--- config.mk ---
export PLATFORM = sky130hd
export DESIGN_NAME = control_unit
export DESIGN_NICKNAME = d
export VERILOG_FILES = /design/src/rtl/control_unit.sv
export SDC_FILE = /design/constraint.sdc
export NUM_CORES = 1
export LEC_CHECK = 0
export CORE_AREA = 5 5 42 44
export DETAILED_ROUTE_END_ITERATION = 8
export DIE_AREA = 0 0 47 49
export DONT_BUFFER_PORTS = 1
export PLACE_DENSITY = 0.45
export SLEW_MARGIN = 20
export SYNTH_ARGS = -nofsm -noshare
export SYNTH_HDL_FRONTEND = slang
export SYNTH_SLANG_ARGS = --single-unit
--- constraint.sdc ---
create_clock -name clk -period 2 [get_ports clk]
set_clock_uncertainty 0.15 [all_clocks]
set_input_delay 0.3 -clock clk [delete_from_list [all_inputs] [get_ports clk]]
set_output_delay 0.3 -clock clk [all_outputs]
set_load 0.03 [all_outputs]
--- src/rtl/control_unit.sv ---
// control_unit: RV32I main decoder; maps the opcode to datapath control strobes
// and an ALU class, registered with a 1-cycle latency.
module control_unit (
    input  logic       clk,
    input  logic       rst_n,
    input  logic [6:0] opcode,
    output logic       alu_src,
    output logic       mem_to_reg,
    output logic       reg_write,
    output logic       mem_read,
    output logic       mem_write,
    output logic       branch,
    output logic [1:0] aluop,
    output logic       illegal
);
    // {alu_src, mem_to_reg, reg_write, mem_read, mem_write, branch, aluop, illegal}
    logic [8:0] w_ctrl;
    logic [8:0] r_ctrl;

    always_comb begin
        case (opcode)
            7'b0110011: w_ctrl = 9'b001000100;
            7'b0010011: w_ctrl = 9'b101000110;
            7'b0000011: w_ctrl = 9'b111100000;
            7'b0100011: w_ctrl = 9'b100010000;
            7'b1100011: w_ctrl = 9'b000001010;
            default:    w_ctrl = 9'b000000001;
        endcase
    end

    always_ff @(posedge clk or negedge rst_n) begin
        if (!rst_n) r_ctrl <= '0;
        else        r_ctrl <= w_ctrl;
    end

    assign {alu_src, mem_to_reg, reg_write, mem_read, mem_write, branch, aluop, illegal} = r_ctrl;
endmodule

==> impl_metrics.env <==
export IMPL_cell_internal_pwr_uw=242
export IMPL_post_route_min_period_ns=1.66
export IMPL_p_clk_share_pct=38.5
export IMPL_area_sequential_um2=200
export IMPL_cp_start_kind="input port"
export IMPL_wirelength_um=620
export IMPL_outcome="complete, no violations"
export IMPL_die_width_um=47
export IMPL_grt_usage_pct=6.24
export IMPL_vdd_drop_max_mv=0.172
export IMPL_setup_viol=0
export IMPL_post_cts_resized=0
export IMPL_io_pins=18
export IMPL_area_delta_synth_final_pct=22.1
export IMPL_worst_path_max_fanout=5
export IMPL_synthesis_nets=32
export IMPL_remaining_drc_errors=0
export IMPL_comb_power_share_pct=5.9
export IMPL_reg_top3="r_ctrl x8"
export IMPL_fin_crit_sh_pct=82.9
export IMPL_worstMarginPinSlew_ns=0.528
export IMPL_yosysTopAreaCell="dfrtp_1"
export IMPL_drive_above_1_share_pct=14.3
export IMPL_end_kind="register"
export IMPL_core_region_area_mm2=0.00140
export IMPL_drt_first_pass_iters=1
export IMPL_place_congestion=0.677
export IMPL_start_util_pct=22.2
export IMPL_syn_inst=23
export IMPL_wire_per_inst_um=14.1
export IMPL_clock_fmax_mhz=603
export IMPL_dp_cells=36
export IMPL_gr_total_overflow=0
export IMPL_clock_sinks=8
export IMPL_top_register="r_ctrl"
export IMPL_pwr_share_seq_pct=55.7
export IMPL_final_nets=39
export IMPL_crit_cells=3
export IMPL_synth_area_leaders="dfrtp_1 64%, nor3b_1 4.8%, buf_6 3.6%"
export IMPL_rsz0062_at_grt="false"
export IMPL_die_h_um=49
export IMPL_clock_path_buffers=2
export IMPL_total_power_uw=302
export IMPL_largest_reg_flops=8
export IMPL_io_buffers=0
export IMPL_die_area_mm2=0.00230
export IMPL_powerDensity_mw_per_mm2=795
export IMPL_cts_tree="yes"
export IMPL_crit_end="r_ctrl[8]"
export IMPL_synth_cell_types=15
export IMPL_ys_async_sr_fraction_pct=100
export IMPL_dr_first_iter_drc_count=0
export IMPL_slowest_stage="dlygate4sd3_1"
export IMPL_critical_path_max_stage_delay_ns=0.61
export IMPL_grt_pass1_wl_um=959
export IMPL_crit_type="in -> reg"
export IMPL_synth_area_um2=312
export IMPL_p_switching_uw=60.8
export IMPL_dp_slack_ns=0.770
export IMPL_vias=194
export IMPL_grt_max_degree=9
export IMPL_multi_input_area_um2=87.6
export IMPL_sw_frac_of_total_pct=20.1
export IMPL_critPathMostFrequentCell="dlygate4sd3_1"
export IMPL_maxCapViolCount=0
export IMPL_synth_edff_count=0
export IMPL_clk_pin_slew_ns=0.05
export IMPL_min_delay_start="opcode[6]"
export IMPL_grt_pass1_vias=234
export IMPL_crit_family="buffers and inverters"
export IMPL_synthTopCellsByCount="8 x dfrtp_1, 2 x nor3b_1"
export IMPL_crit_chain="dlygate4sd3_1, a211oi_1, dlygate4sd3_1"
export IMPL_slew_headroom_pct=64.8
export IMPL_report_final_slew_viol_count=0
export IMPL_antenna_cells=0
export IMPL_fill_cells=156
export IMPL_worstPathArrival_ns=1.69
export IMPL_htreeDepth=1
export IMPL_viasPerCell=4.41
export IMPL_yosysMostFrequentCell="dfrtp_1"
export IMPL_ys_flop_type="dfrtp_1"
export IMPL_hold_class="in -> reg"
export IMPL_timing_final_ws_setup_ns=0.342
export IMPL_yosysWarnings=0
export IMPL_ys_seq_elements=8
export IMPL_synth_area_per_cell_um2=13.5
export IMPL_ys_seq_area_share_pct=64.3
export IMPL_cts_made_buffers=3
export IMPL_setup_tns_ns=0
export IMPL_antenna_found_initial=0
export IMPL_detail_route_antenna_nets=0
export IMPL_synth_top_area_share_pct=64.3
export IMPL_power_leakage_uw=0.000160
export IMPL_hold_violations=0
export IMPL_timing_critical_path_buf_inv=2
export IMPL_cp_required_ns=2.03
export IMPL_stdcell_count=44
export IMPL_num_rows=14
export IMPL_startpoint="opcode[6]"
export IMPL_root_buffer="clkbuf_4"
-- power groups by stage --
stage | Combinational, uW | Clock, uW | Sequential (uW)
2_1_floorplan | 10.7 | 0 | 171
3_3_place_gp | 6.87 | 0 | 171
3_5_place_dp | 7.04 | 0 | 171
4_1_cts | 18.0 | 122 | 168
5_1_grt | 19.6 | 136 | 168
6_report | 17.8 | 116 | 168
-- worst min-delay path by stage --
| stage | endpoint | slack [ns] | cells past startpoint |
|---|---|---|---|
| 2_1_floorplan | r_ctrl[0] | -0.15 | 0 |
| 3_3_place_gp | r_ctrl[7] | -0.15 | 0 |
| 3_5_place_dp | r_ctrl[7] | -0.15 | 0 |
| 4_1_cts | r_ctrl[0] | 0.02 | 1 |
| 5_1_grt | r_ctrl[0] | 0.01 | 1 |
| 6_report | r_ctrl[0] | 0.02 | 1 |
-- metal layers --
metal / GRT usage (%) / part of all wire (%) / wire length, um / up-vias
met3: 1.11 / 10 / 63 / 0
li1: - / - / - / 91
met1: 7.19 / 40 / 251 / 91
met4: 8.29 / 0 / 0 / 0
met5: 0 / 0 / 0 / -
met2: 7.92 / 49 / 306 / 12
-- metrics by stage --
stage / cell area, um^2 / util [%] / hold WS [ns]
finish: 380 / 27.1 / 0.0244
global route: 380 / 27.1 / 0.0109
CTS: 380 / 27.1 / 0.0151
detailed placement: 308 / 22.0 / -0.145
global placement: 308 / 22.0 / -0.145
floorplan: 312 / - / -0.146
-- layout make-up --
class                      instances  area share [%]
multi-input combinational         12            23.0
timing repair buffer               5            13.2
sequential                         8            52.6
tap                               16            5.26
clock buffer                       3            5.92
-- placed cells by master (no fill, tap or decap) --
cell type,netlist,final
dfrtp_1,8,8
dlygate4sd3_1,0,5
clkbuf_4,0,3
nor3b_1,2,2
nand2b_1,1,1
nand4bb_1,1,1
a21o_1,1,1
nor4_1,1,1
a211oi_1,1,1
nor3_1,1,1
or3b_1,1,1
nand3b_1,1,1
a21oi_2,1,1
nor2_1,1,1
-- cells by family after synthesis --
logic type      after synthesis  synth area share (%)
buf+inv                       3                  7.63
flops                         8                  64.3
compound gates                3                  7.63
simple gates                  9                  20.5
-- repair_timing --
item                                   CTS  global route
endpoints found under the hold margin   13             0
buffers inserted                         0             0
hold buffers                             5             0
Power figures use the tool's default switching activity.
